[config.mk]
export PLATFORM = sky130hd
export DESIGN_NAME = cache_refill_ctrl
export DESIGN_NICKNAME = d
export VERILOG_FILES = /design/src/rtl/cache_pkg.sv /design/src/rtl/rr_arb2.sv /design/src/rtl/cache_refill_ctrl.sv
export SDC_FILE = /design/constraint.sdc
export NUM_CORES = 1
export LEC_CHECK = 0
export CAP_MARGIN = 30
export CORE_ASPECT_RATIO = 0.75
export CORE_MARGIN = 10
export CORE_UTILIZATION = 30
export CTS_BUF_LIST = sky130_fd_sc_hd__clkbuf_2 sky130_fd_sc_hd__clkbuf_4 sky130_fd_sc_hd__clkbuf_8
export CTS_CLUSTER_DIAMETER = 120
export CTS_CLUSTER_SIZE = 12
export DETAILED_ROUTE_END_ITERATION = 16
export PLACE_DENSITY = 0.71
export SETUP_SLACK_MARGIN = 0.2
export SLEW_MARGIN = 40
export SYNTH_ARGS = -nofsm -noshare
export SYNTH_HDL_FRONTEND = slang
export SYNTH_SLANG_ARGS = --single-unit
[constraint.sdc]
create_clock -name clk -period 3.1 [get_ports clk]
set_input_delay 0.62 -clock clk [delete_from_list [all_inputs] [get_ports clk]]
set_output_delay 0.62 -clock clk [all_outputs]
set_load 0.02 [all_outputs]
[src/rtl/cache_pkg.sv]
// rtl/cache_pkg.sv - shared widths, FSM states, requester ids and address slicing for the refill controller
package cache_pkg;

    localparam int ADDR_W = 32;
    localparam int TAG_W  = 24;
    localparam int IDX_W  = 5;
    localparam int OFF_W  = 3;
    localparam int LINE_W = 64;

    typedef enum logic [1:0] {
        IDLE    = 2'd0,
        REQ     = 2'd1,
        FILL    = 2'd2,
        RECOVER = 2'd3
    } state_t;

    localparam logic REQ_I = 1'b0;
    localparam logic REQ_D = 1'b1;

    function automatic logic [TAG_W-1:0] tag_of(input logic [ADDR_W-1:0] addr);
        return addr[ADDR_W-1 -: TAG_W];
    endfunction

    function automatic logic [IDX_W-1:0] idx_of(input logic [ADDR_W-1:0] addr);
        return addr[OFF_W +: IDX_W];
    endfunction

    function automatic logic [ADDR_W-1:0] line_addr_of(input logic [TAG_W-1:0] tag,
                                                       input logic [IDX_W-1:0] idx);
        return {tag, idx, {OFF_W{1'b0}}};
    endfunction

endpackage

[src/rtl/rr_arb2.sv]
// rtl/rr_arb2.sv - two-way round-robin arbiter between I and D refill requests
module rr_arb2
    import cache_pkg::*;
(
    input  logic clk,
    input  logic reset,
    input  logic req_i,
    input  logic req_d,
    input  logic grant_en,
    output logic gnt_valid,
    output logic gnt_id
);

    logic last_grant;

    // On a tie the requester that did not win last time is chosen.
    always_comb begin
        gnt_valid = req_i | req_d;
        gnt_id    = REQ_I;
        if (req_i && req_d) begin
            gnt_id = ~last_grant;
        end else if (req_d) begin
            gnt_id = REQ_D;
        end
    end

    always_ff @(posedge clk or posedge reset) begin
        if (reset) begin
            last_grant <= REQ_I;
        end else if (grant_en && gnt_valid) begin
            last_grant <= gnt_id;
        end
    end

endmodule

[src/rtl/cache_refill_ctrl.sv]
// rtl/cache_refill_ctrl.sv - I/D cache line refill sequencer over one shared memory read port
module cache_refill_ctrl
    import cache_pkg::*;
(
    input  logic              clk,
    input  logic              reset,
    input  logic              i_miss,
    input  logic [ADDR_W-1:0] i_addr,
    input  logic              d_miss,
    input  logic [ADDR_W-1:0] d_addr,
    output logic              mem_req,
    output logic [ADDR_W-1:0] mem_addr,
    input  logic              mem_ack,
    input  logic [LINE_W-1:0] mem_data,
    output logic [LINE_W-1:0] fill_data,
    output logic [IDX_W-1:0]  fill_idx,
    output logic [TAG_W-1:0]  fill_tag,
    output logic              i_fill,
    output logic              d_fill,
    output logic              i_stall,
    output logic              d_stall,
    output logic              busy
);

    state_t            state_q, state_d;
    logic              owner_q;
    logic [TAG_W-1:0]  tag_q;
    logic [IDX_W-1:0]  idx_q;
    logic              gnt_valid;
    logic              gnt_id;
    logic              grant_en;
    logic [ADDR_W-1:0] gnt_addr;
    logic              unused_offset;

    // Byte offsets never reach the memory request; lines are fetched whole.
    assign unused_offset = ^{i_addr[OFF_W-1:0], d_addr[OFF_W-1:0]};

    assign grant_en = (state_q == IDLE);
    assign gnt_addr = (gnt_id == REQ_D) ? d_addr : i_addr;

    rr_arb2 u_arb (
        .clk       (clk),
        .reset     (reset),
        .req_i     (i_miss),
        .req_d     (d_miss),
        .grant_en  (grant_en),
        .gnt_valid (gnt_valid),
        .gnt_id    (gnt_id)
    );

    always_comb begin
        state_d = state_q;
        case (state_q)
            IDLE:    if (gnt_valid) state_d = REQ;
            REQ:     if (mem_ack) state_d = FILL;
            FILL:    state_d = RECOVER;
            RECOVER: state_d = IDLE;
            default: state_d = IDLE;
        endcase
    end

    always_ff @(posedge clk or posedge reset) begin
        if (reset) begin
            state_q   <= IDLE;
            owner_q   <= REQ_I;
            tag_q     <= '0;
            idx_q     <= '0;
            fill_data <= '0;
        end else begin
            state_q <= state_d;
            if (grant_en && gnt_valid) begin
                owner_q <= gnt_id;
                tag_q   <= tag_of(gnt_addr);
                idx_q   <= idx_of(gnt_addr);
            end
            if (state_q == REQ && mem_ack) begin
                fill_data <= mem_data;
            end
        end
    end

    assign mem_req  = (state_q == REQ);
    assign mem_addr = line_addr_of(tag_q, idx_q);
    assign fill_idx = idx_q;
    assign fill_tag = tag_q;
    assign busy     = (state_q != IDLE);
    assign i_fill   = (state_q == FILL) && (owner_q == REQ_I);
    assign d_fill   = (state_q == FILL) && (owner_q == REQ_D);

    // The owner stays frozen through RECOVER so its tag lookup sees the new line.
    assign i_stall  = i_miss | (busy && owner_q == REQ_I);
    assign d_stall  = d_miss | (busy && owner_q == REQ_D);

endmodule
==> impl_metrics.toml <==
[synth]
yosysWarnings = 0
yosysSeqAreaShare_pct = 57.7
yosysMostFrequentCell = "dfrtp_1"
synthTopCellsByArea = "dfrtp_1 58%, mux2_2 17%, buf_4 6.1%, nand2_1 5.3%, a31oi_1 4.5%"
synth-edff-count = 0
synth_top_family_by_area = "multiplexers"
ys_ff_latch = 96
async_flop_share_pct = 100
netlist_top_cells_count = "96 x dfrtp_1, 64 x mux2_2, 59 x nand2_1"
synth_mux_area_share_pct = 17.9
netlist_area_mm2 = 0.00416
post-synth-top-area-cell = "dfrtp_1"
ys.flop_type = "dfrtp_1"
syn_inst = 350
synth_xor_area_share_pct = 0
synth_fa_ha_area_share_pct = 1.20
yosysUniqueCellTypes = 24
synth_top_cell_area_share_pct = 57.7
yosys.area_share.simple_pct = 8.33
synth.avg_cell_area_um2 = 11.9
synth_compound_area_share_pct = 5.92

[place]
hpwl_mm = 10.7
dp_cells = 737
place_ws_ns = 0.508
gp_congestion = 0.763
io_buffers = 254
dpl_cell_area_mm2 = 0.00667

[floorplanning]
design.core.area_mm2 = 0.0137
die_h_um = 122
fp.dieW_um = 156
std_cell_rows = 37
initial_core_util_pct = 30.5
dieArea_mm2 = 0.0190
ios = 264

[worst_hold_path]
min_path_type = "reg -> reg"

[detailed_routing]
wire_per_inst_um = 17.8
vias = 3350
drtPass1Iterations = 7
drc = 0
wl_mm = 13.4
ant_nets = 0
first_iter_violations = 138
via_per_inst = 4.45

[finish]
area_growth_pct = 64.8
final_core_util_pct = 50.2
finalNetCount = 710
final-instance-count-excl-fill = 753
post_route_cells_drive_above_1_share_pct = 16.1
fill_cells = 1213
fin_area_mm2 = 0.00686
diodes = 0

[worst_setup_path]
slowest_stage = "clkdlybuf4s50_1"
crit_fanout = 6
crit_chain = "clkdlybuf4s50_1 -> o21bai_1 -> clkdlybuf4s50_1"
required_ns = 2.48
crit_arrival_ns = 1.98
endpoint_kind = "primary output"
path_class = "in -> out"
cp_top_family = "buffers and inverters"
start_kind = "input port"
path_common_cell = "clkdlybuf4s50_1"
critPathMaxStageDelay_ns = 0.63
cp_num_buf_inv = 2

[outcome]
status = "completed"

[power]
power.total_mw = 7.33
p_per_area_mw_per_mm2 = 1070
irDropWorstVdd_mv = 0.805
leakage_nw = 2.84

[cts]
cts_root_buffer = "clkbuf_8"
cts_buffer_depth = 2
cts_htree_levels = 3
path_clk_slew_ns = 0.10
cts_resized = 0
tritoncts = "done"
numCtsBuffers = 9
cts_hold_buf = 0
insertion_delay_ns = 0.37
cts_setup_buffers = 0
clock_sinks = 96

[timing]
finClkSkew_ns = 0.00951
fmax_ghz = 0.384
max_slew.worst_pin.slew_ns = 0.599
layout_setup_ws_ns = 0.496
tns_ns = 0
drv_slew = 0
period_share_pct = 84.0
slew_headroom_pct = 60.0
grt_setup_unrepaired = "no"
period_needed_ns = 2.60
hold_slack_ns = 0.512
setup_violations = 0
hold_viol = 0

[global_route]
grt_max_degree = 64
grtUsageTotal_pct = 13.4
grt_pass1_vias = 3501
antenna_found_initial = 0
grt_overflow = 0
grt_first_pass_wirelength_mm = 20.2

[job]
cap_violations = 0
[flip-flops by register name (all words and copies together), names as in the netlist]
name,count
fill_data,64
fill_tag,24
fill_idx,5
state_q,2
owner_q,1
[power by group]
part	internal [mW]	switching, mW	leakage [nW]	total, mW
Sequential	1.90	0.397	1.12	2.29
Combinational	2.17	2.08	1.64	4.25
Clock	0.307	0.480	0.0888	0.787
[area by class of cell]
| class | instances | area (um2) | share of cell area (%) |
|---|---|---|---|
| clock buffers | 9 | 124 | 1.81 |
| multi-input cells | 201 | 1400 | 20.5 |
| repair buffers | 260 | 2630 | 38.3 |
| clock inverters | 7 | 61.3 | 0.894 |
| well taps | 175 | 219 | 3.19 |
| inverters | 5 | 22.5 | 0.328 |
| flip-flops and latches | 96 | 2400 | 35.0 |
[path summary, 6_finish.rpt]
check                         startpoint            end  slack [ns]  cells after the start
min                        fill_data[33]  fill_data[33]        0.51                      1
max in group asynchronous          reset  fill_data[34]        2.10                      3
min reg2reg                fill_data[33]  fill_data[33]        0.51                      1
max reg2reg                   state_q[0]   fill_tag[18]        1.34                      6
max                               i_miss        i_stall        0.50                      3
min in group asynchronous          reset   fill_tag[12]        0.67                      3
[worst reg2reg max path, stage by stage (launching register included)]
cell and delay, ns:
dfrtp_1 0.40, inv_1 0.13, ha_1 0.28, o21a_2 0.16, buf_4 0.44, nor2_1 0.11
a31oi_1 0.17
[kinds of logic (layout without fill, tap and decap cells)]
group | after synthesis | after routing
other | 1 | 3
muxes | 66 | 66
DFF | 96 | 96
AOI/OAI and AO/OA | 37 | 37
adders and majority gates | 4 | 4
buffers and inverters | 55 | 281
and+or+nand+nor | 91 | 91
[layout by cell type, fill, tap and decap left out, types with 3 or more instances in the layout]
| master | instances |
|---|---|
| ha_1 | 4 |
| dfrtp_1 | 96 |
| buf_4 | 3 |
| nor2_1 | 30 |
| clkbuf_8 | 9 |
| inv_6 | 3 |
| conb_1 | 3 |
| buf_12 | 3 |
| clkinvlp_4 | 3 |
| nand2_1 | 58 |
| clkdlybuf4s50_1 | 254 |
| inv_1 | 3 |
| a31oi_1 | 30 |
| mux2_2 | 64 |
[routing by layer]
metal | share of wire [%] | vias up | wire length (um) | track usage, %
met2 | 52 | 144 | 6920 | 23.4
met1 | 39 | 1611 | 5280 | 15.2
met4 | 0.76 | 0 | 102 | 3.53
met5 | 0 | - | 0 | 0
met3 | 8.4 | 9 | 1120 | 4.79
li1 | - | 1586 | - | -
Note: power is estimated with default switching activity, not from simulation.
